[src/rtl/lsu_controller.sv]
// Load/store unit bus sequencer: checks size and alignment, drives a single-beat bus access
// and formats load data.
// state     | meaning
// IDLE      | waiting for mem_read/mem_write; faults are flagged here
// REQ       | bus_req asserted with latched address/enables until bus_gnt
// WAIT_RESP | load granted, waiting for bus_rvalid
// DONE      | one unstalled cycle; load_valid or bus_err reported here
module lsu_controller #(
  parameter int TIMEOUT_CYCLES = 16
) (
  input  logic        clk,
  input  logic        rst_n,
  input  logic        mem_read,
  input  logic        mem_write,
  input  logic [2:0]  func3,
  input  logic [31:0] addr,
  input  logic [31:0] wdata,
  output logic        stall,
  output logic        load_valid,
  output logic [31:0] load_data,
  output logic        access_fault,
  output logic        bus_err,
  output logic        bus_req,
  output logic        bus_we,
  output logic [31:0] bus_addr,
  output logic [31:0] bus_wdata,
  output logic [3:0]  bus_be,
  input  logic        bus_gnt,
  input  logic        bus_rvalid,
  input  logic [31:0] bus_rdata
);

  localparam logic [1:0] S_IDLE = 2'd0;
  localparam logic [1:0] S_REQ  = 2'd1;
  localparam logic [1:0] S_WAIT = 2'd2;
  localparam logic [1:0] S_DONE = 2'd3;

  localparam int CW = $clog2(TIMEOUT_CYCLES + 1);
  localparam logic [CW-1:0] TO_LAST = CW'(TIMEOUT_CYCLES - 1);
  localparam logic [CW-1:0] TO_MAX  = CW'(TIMEOUT_CYCLES);

  logic [1:0]    state, state_nxt;
  logic [31:0]   lat_addr;
  logic [2:0]    lat_func3;
  logic          lat_we;
  logic [3:0]    lat_be;
  logic [31:0]   lat_wdata;
  logic [CW-1:0] cnt;
  logic [31:0]   load_data_q;
  logic          bus_err_q;

  logic        req_any;
  logic        f3_illegal;
  logic        misalign;
  logic        fault_req;
  logic        accept;
  logic        timeout;
  logic        to_abort;
  logic [3:0]  be_new;
  logic [31:0] wdata_new;
  logic [31:0] rd_byte_sh;
  logic [31:0] rd_half_sh;
  logic [31:0] rd_fmt;

  // Request decode; a simultaneous read+write is handled as a store.
  assign req_any    = mem_read | mem_write;
  assign f3_illegal = (func3 == 3'b011) | (func3 == 3'b110) | (func3 == 3'b111);
  assign misalign   = ((func3[1:0] == 2'b01) & addr[0]) |
                      ((func3[1:0] == 2'b10) & (addr[1:0] != 2'b00));
  assign fault_req  = req_any & (f3_illegal | misalign);
  assign accept     = (state == S_IDLE) & req_any & ~fault_req;

  always_comb begin
    be_new = 4'b1111;
    case (func3[1:0])
      2'b00:   be_new = 4'b0001 << addr[1:0];
      2'b01:   be_new = addr[1] ? 4'b1100 : 4'b0011;
      default: be_new = 4'b1111;
    endcase
  end

  always_comb begin
    wdata_new = 32'd0;
    if (mem_write) begin
      case (func3[1:0])
        2'b00:   wdata_new = {4{wdata[7:0]}};
        2'b01:   wdata_new = {2{wdata[15:0]}};
        default: wdata_new = wdata;
      endcase
    end
  end

  // Lane select for loads uses the latched address, not the live one.
  assign rd_byte_sh = bus_rdata >> {lat_addr[1:0], 3'b000};
  assign rd_half_sh = bus_rdata >> {lat_addr[1], 4'b0000};

  always_comb begin
    rd_fmt = bus_rdata;
    case (lat_func3)
      3'b000:  rd_fmt = {{24{rd_byte_sh[7]}}, rd_byte_sh[7:0]};
      3'b001:  rd_fmt = {{16{rd_half_sh[15]}}, rd_half_sh[15:0]};
      3'b100:  rd_fmt = {24'd0, rd_byte_sh[7:0]};
      3'b101:  rd_fmt = {16'd0, rd_half_sh[15:0]};
      default: rd_fmt = bus_rdata;
    endcase
  end

  // Budget is shared between REQ and WAIT_RESP; grant/rvalid on the last cycle still wins.
  assign timeout  = (cnt >= TO_LAST);
  assign to_abort = timeout & (((state == S_REQ) & ~bus_gnt) |
                               ((state == S_WAIT) & ~bus_rvalid));

  always_comb begin
    state_nxt = state;
    case (state)
      S_IDLE: if (accept) state_nxt = S_REQ;
      S_REQ: begin
        if (bus_gnt)      state_nxt = lat_we ? S_DONE : S_WAIT;
        else if (timeout) state_nxt = S_DONE;
      end
      S_WAIT: begin
        if (bus_rvalid)   state_nxt = S_DONE;
        else if (timeout) state_nxt = S_DONE;
      end
      default: state_nxt = S_IDLE;
    endcase
  end

  always_ff @(posedge clk or negedge rst_n) begin
    if (!rst_n) begin
      state       <= S_IDLE;
      lat_addr    <= 32'd0;
      lat_func3   <= 3'd0;
      lat_we      <= 1'b0;
      lat_be      <= 4'd0;
      lat_wdata   <= 32'd0;
      cnt         <= '0;
      load_data_q <= 32'd0;
      bus_err_q   <= 1'b0;
    end else begin
      state     <= state_nxt;
      bus_err_q <= to_abort;
      if (accept) begin
        lat_addr  <= addr;
        lat_func3 <= func3;
        lat_we    <= mem_write;
        lat_be    <= be_new;
        lat_wdata <= wdata_new;
        cnt       <= '0;
      end else if (((state == S_REQ) | (state == S_WAIT)) & (cnt != TO_MAX)) begin
        cnt <= cnt + 1'b1;
      end
      if ((state == S_WAIT) & bus_rvalid) begin
        load_data_q <= rd_fmt;
      end else if (to_abort) begin
        load_data_q <= 32'd0;
      end
    end
  end

  // stall and access_fault decode live inputs, so gate them during reset.
  assign stall        = rst_n & (accept | (state == S_REQ) | (state == S_WAIT));
  assign access_fault = rst_n & (state == S_IDLE) & fault_req;
  assign load_valid   = (state == S_DONE) & ~lat_we & ~bus_err_q;
  assign load_data    = load_data_q;
  assign bus_err      = bus_err_q;
  assign bus_req      = (state == S_REQ);
  assign bus_we       = bus_req & lat_we;
  assign bus_addr     = bus_req ? {lat_addr[31:2], 2'b00} : 32'd0;
  assign bus_be       = bus_req ? lat_be : 4'd0;
  assign bus_wdata    = bus_req ? lat_wdata : 32'd0;

endmodule

[config.mk]
export PLATFORM = sky130hd
export DESIGN_NAME = lsu_controller
export DESIGN_NICKNAME = d
export VERILOG_FILES = /design/src/rtl/lsu_controller.sv
export SDC_FILE = /design/constraint.sdc
export NUM_CORES = 1
export LEC_CHECK = 0
export CORE_MARGIN = 4
export CORE_UTILIZATION = 34
export DETAILED_ROUTE_END_ITERATION = 16
export PLACE_DENSITY = 0.67
export SETUP_SLACK_MARGIN = 0.4
export SLEW_MARGIN = 20
export SYNTH_ARGS = -nofsm -noshare
export SYNTH_HDL_FRONTEND = slang
export SYNTH_SLANG_ARGS = --single-unit
[constraint.sdc]
create_clock -name clk -period 3.85 [get_ports clk]
set_input_delay 0.385 -clock clk [delete_from_list [all_inputs] [get_ports clk]]
set_output_delay 0.385 -clock clk [all_outputs]
set_load 0.02 [all_outputs]
Yosys cells after proc, flatten, opt, wreduce, memory -nomap -nowiden. Cells that the tools add are included.

Logic and storage cells: 81. Output and inout port bits: 106. Bits in latches: 0. Input bits: 105. Memories kept: 0. Bits in registers: 112. Bits in writable memories: 0. Memory bits (read-only): 0.

Multiply operators: 0. Bitwise logic cells: 30. Shifts and indexed selects: 3. Add/subtract/negate cells: 1. Divide/modulo/power cells: 0. Magnitude comparators: 1. Mux-type cells: 18. Equal/unequal tests: 13. Reduce and logical (&&, ||, !) cells: 6.

Operator list (number): 32-bit two-way mux (5); 32-bit one-hot mux with 4 select lines (1); 32-bit one-hot mux with 2 select lines (1); 32-bit by 5-bit >> shifter with 16-bit output (1); 32-bit by 5-bit >> shifter with 8-bit output (1); 1-bit bitwise AND (16); 3-bit == test, second input constant (4); 5-bit two-way mux (2); 1-bit OR (9); 2-bit two-way mux (4); 4-bit two-way mux (2); 4-bit one-hot mux with 2 select lines (1); 2-bit == test, second input constant (3); 2-bit one-hot mux with 3 select lines (1); 2-bit nonzero test (3); 5-bit by 1-bit adder with 5-bit output, second input constant (1); 5-bit by 4-bit >= comparator with 1-bit output, second input constant (1); 5-bit inequality test, second input constant (1); 1-bit NOT (5); 2-bit by 1-bit == test with 1-bit output, second input constant (2); 2-bit logical NOT (2); 1-bit by 2-bit << shifter with 4-bit output, first input constant (1); 3-bit by 1-bit == test with 1-bit output, second input constant (1); 3-bit by 2-bit == test with 1-bit output, second input constant (1); other kinds (3) (3).

Longest topological paths before layout.
Depth after elaboration: 10. Depth in mapped cells: 8. Gate-level depth less buffers: 7.

Worst setup path before layout. OpenSTA, ideal clock, no wires.

Path kind: reg-to-reg. Start point: register cnt[0]. End point: register load_data_q[0] (netlist: load_data[0]). Clock period less this slack: 1.960 ns. Path buffers: 1. Cell stages (with the launch flop): 9. Required time: 3.755 ns. Arrival time: 1.865 ns. Setup time: 0.095 ns. Path slack: 1.890 ns. Path through: dfrtp_1 ha_1 and3_1 ha_1 or2_2 o32ai_2 buf_2 nand2_1 o31ai_1.

Cells in the longest elaborated chain, start to end: 3.

Ends and longest elaborated chain: start, declared (RTL line 48) `logic [CW-1:0] cnt;`; start signal, assigned (RTL line 151) `cnt <= cnt + 1'b1;`; 5-bit by 4-bit >= comparator with 1-bit output (RTL line 109) `assign timeout = (cnt >= TO_LAST);`; 1-bit bitwise AND (RTL line 110) `assign to_abort = timeout & (((state == S_REQ) & ~bus_gnt) |`; 2-bit nonzero test (no source line); end signal, assigned (RTL line 154) `load_data_q <= rd_fmt;`; end, declared (RTL line 49) `logic [31:0] load_data_q;`.

No other way between the ends. A chain may end at the register's enable or synchronous reset.

Worst setup path in the final report.
Start point: register state[0]. End point: output port stall.

Cells in the longest elaborated chain, start to end: 6. Elaborated cells on any way between the ends: 8. Those cells by class: 2 x eq/ne; 5 x bitwise; 1 x reduce/logical.

Ends and longest elaborated chain: start, declared (RTL line 42) `logic [1:0] state, state_nxt;`; start signal, assigned (RTL line 141) `state <= state_nxt;`; 2-bit logical NOT (RTL line 71) `assign accept = (state == S_IDLE) & req_any & ~fault_req;`; 1-bit bitwise AND (2 in a row) (RTL line 71); 1-bit OR (RTL line 162) `assign stall = rst_n & (accept | (state == S_REQ) | (state == S_WAIT));`; 1-bit OR * (RTL line 162); 1-bit bitwise AND * (RTL line 162); end, declared (RTL line 18) `output logic stall,`.

Every way passes the cells marked *; elsewhere a longest branch is shown, timed or not.

==> flow_summary.toml <==
[clock_tree]
cts_tree = "built"
post_cts.repair.setup_buffers = 0
cts_hold_repair.buffers = 1
cts_root_buf = "clkbuf_16"
ctsResizeCount = 0
cts_buffer_depth = 2
clock_latency_ns = 0.36
clock_h_tree_levels = 3
path_clk_slew_ns = 0.08
numCtsBuffers = 9
clock_sinks = 112

[placement]
placement.cell_area_mm2 = 0.00818
placedCellCount = 1001
dpl_worst_slack_ns = 0.865
io_port_bufs = 208
dp.final_hpwl_um = 12800
place.gp.congestion = 0.830

[sta]
report.final.hold_viol_count = 0
finalWorstSetupSlack_ns = 0.838
relSlewSlack_pct = 42.7
timing_worst_slew_pin_value_ns = 0.860
min_period_ns = 3.01
worst_setup_skew_after_layout_ns = 0.00941
final.setup.tns_ns = 0
final.period_utilization_pct = 78.2
setup_viol = 0
timing.final.max_slew_violations = 0
fmax_mhz = 332
unrepaired_setup_endpoints_after_global_routing = "no"

[finish]
register_area_mm2 = 0.00280
filler_cell_count = 1635
instances_no_fill = 1018
area_growth_pct = 43.9
final_design_area_no_fill_mm2 = 0.00850
total_area_of_multi_input_combinational_cells_mm2 = 0.00288
insertedDiodeCount = 0
final_core_util_pct = 50.5
final_net_count = 906
layout-drive-gt1-share_pct = 10.2

[logic_synthesis]
average_cell_area_after_synthesis_um2 = 9.76
synth_enable_flop_cells = 0
syn-instance-count = 605
synthFlopType = "dfrtp_1"
post-synth-top-area-fraction_pct = 47.5
yosysSeqAreaShare_pct = 47.5
synth_area_leader_cell = "dfrtp_1"
yosysWarningCount = 0
ys_seq_elements = 112
synth_async_sr_flop_share_pct = 100
synth_area_mm2 = 0.00591
yosysUniqueCellTypes = 53
synth_area_leaders = "dfrtp_1 47%, nand2_1 7.4%, and2_1 7.2%, mux2_2 6.3%, mux2i_1 4.2%"

[global_route]
grt_usage_pct = 17.7
grt_antenna_before_repair = 0
pin_count_of_the_biggest_net_entering_global_routing = 70
grt_pass1_vias = 5021
grt_pass1_wl_um = 27800
grt.overflow.total = 0

[setup_path]
arrival_ns = 2.63
cp_max_fo = 6
timing.reg2reg.setup_slack_ns = 1.44
worst_r2r_startpoint = "state[0]$_DFFE_PN0P_"
start_kind = "flop"
setup.worst_path.start = "state[0]$_DFFE_PN0P_"
cp-end-kind = "output pin"
crit_required_ns = 3.46
reg2reg_to = "load_data[31]$_DFFE_PN0P_"
critical_path_class = "flop to output pin"
endpoint = "stall"
reg2regPathDepth = 5

[run_status]
status = "finished, final reports clean"

[job]
drv.max_cap_violation_count = 0

[power_and_ir_drop]
powerDensity_mw_per_mm2 = 696
ir_drop_v = 0.000279
leakage_nw = 3.59

[die]
die_width_um = 140
start_util_pct = 35.1
floorplan.core_area_mm2 = 0.0168
die-height_um = 140
design.die.area_mm2 = 0.0195
rows = 47
i_o_pin_cnt = 211

[route]
initial_detailed_routing_violation_count = 256
drt-vias-per-instance = 4.92
drtAntennaViolNets = 0
vias = 5012
drc = 0
finalWirelength_um = 17400
dr.pass1.iters = 5
avgRoutedWirePerCell_um = 17.1

[hold_path]
hold_path_class = "input port to async pin"
[state kept, by name, summed over array words and instances, names as in the netlist]
register and count:
lat_wdata 32, state 2, load_data 32, lat_be 4
bus_err 1, lat_addr 32, lat_func3 3, lat_we 1
cnt 5
[cells by family after synthesis]
group | Yosys count | share of synthesized area [%]
multiplexers | 61 | 11.4
adder cells (fa/ha/maj) | 8 | 1.69
XOR/XNOR | 3 | 0.445
other | 1 | 0.0635
AO/OA/AOI/OAI | 118 | 14.1
flip-flops | 112 | 47.5
AND/OR/NAND/NOR | 249 | 20.6
buffers and inverters | 53 | 4.19
[cell usage in the layout (no fill, tap or decap), drive strengths merged, types with 4 or more instances in the layout]
master and instances:
mux2 35, nor2b 9, ha 8, nand2 116, clkdlybuf4s50 207, buf 11, nand3 21, clkinv 4
o21a 8, a21oi 5, inv 11, mux2i 25, and2 68, o31ai 23, clkbuf 9, nor2 22
a211oi 7, dfrtp 112, o21ai 54, a2111oi 8
[layout make-up]
type                    instances  share of cell area, %
inverters                      10                  0.442
clock inverters                 7                   1.03
clock buffers                   9                   2.65
flip-flops and latches        112                   33.0
repair buffers                219                   25.8
well taps                     220                   3.24
multi-input cells             441                   33.9
[worst max-delay path: stages, from the launching register on]
cell             delay (ns)
dfrtp_1                0.45
inv_1                  0.11
ha_1                   0.25
o21a_1                 0.25
nor2b_1                0.41
o31a_1                 0.19
clkdlybuf4s50_1        0.60
[metrics by stage]
| stage | power [mW] | hold WS, ns |
|---|---|---|
| floorplan | 3.77 | 0.0894 |
| global route | 6.34 | 0.416 |
| CTS | 6.00 | 0.394 |
| detailed placement | 4.99 | 0.216 |
| finish | 5.92 | 0.400 |
| global placement | 4.95 | 0.218 |
[where the power goes]
group	switching, mW	leakage, nW	total, mW	internal (mW)
Clock	0.467	0.151	0.985	0.518
Combinational	1.48	2.03	2.86	1.39
Sequential	0.360	1.42	2.07	1.71
[worst min path at each step]
| stage | cells after the start | endpoint | slack (ns) | from |
|---|---|---|---|---|
| global route | 2 | state[0]$_DFFE_PN0P_ | 0.42 | rst_n |
| finish | 2 | state[0]$_DFFE_PN0P_ | 0.40 | rst_n |
| detailed placement | 1 | cnt[4]$_DFFE_PN0P_ | 0.22 | rst_n |
| global placement | 1 | cnt[4]$_DFFE_PN0P_ | 0.22 | rst_n |
| floorplan | 0 | bus_err$_DFF_PN0_ | 0.09 | rst_n |
| CTS | 2 | state[0]$_DFFE_PN0P_ | 0.39 | rst_n |
[synth_stat cells, types with 2 or more instances]
cell type  number
o21ai_0        48
o31ai_2        10
and3_1          2
nor2_1         21
a21oi_1         5
o21ai_1         5
nor2b_1         9
buf_4           3
o21a_1          8
mux2i_1        25
dfrtp_1       112
and2_1         68
o31ai_1        13
buf_6           2
a311oi_1        2
nand2b_1        2
clkbuf_1       20
mux2_4          2
mux2_2         33
nand2_1       116
nand3_1        21
xor2_1          2
a2111oi_0       8
a211oi_1        7
buf_2          18
ha_1            8
inv_1           9
[metal layers]
metal  track usage (%)  wire (um)  vias to the layer above
met5                 0          0                        -
met4              5.41        342                        0
met3              5.87       1670                       23
met2              27.4       7820                      182
met1              23.5       7550                     2351
li1                  -          -                     2456
(Power assumes the default switching activity.)
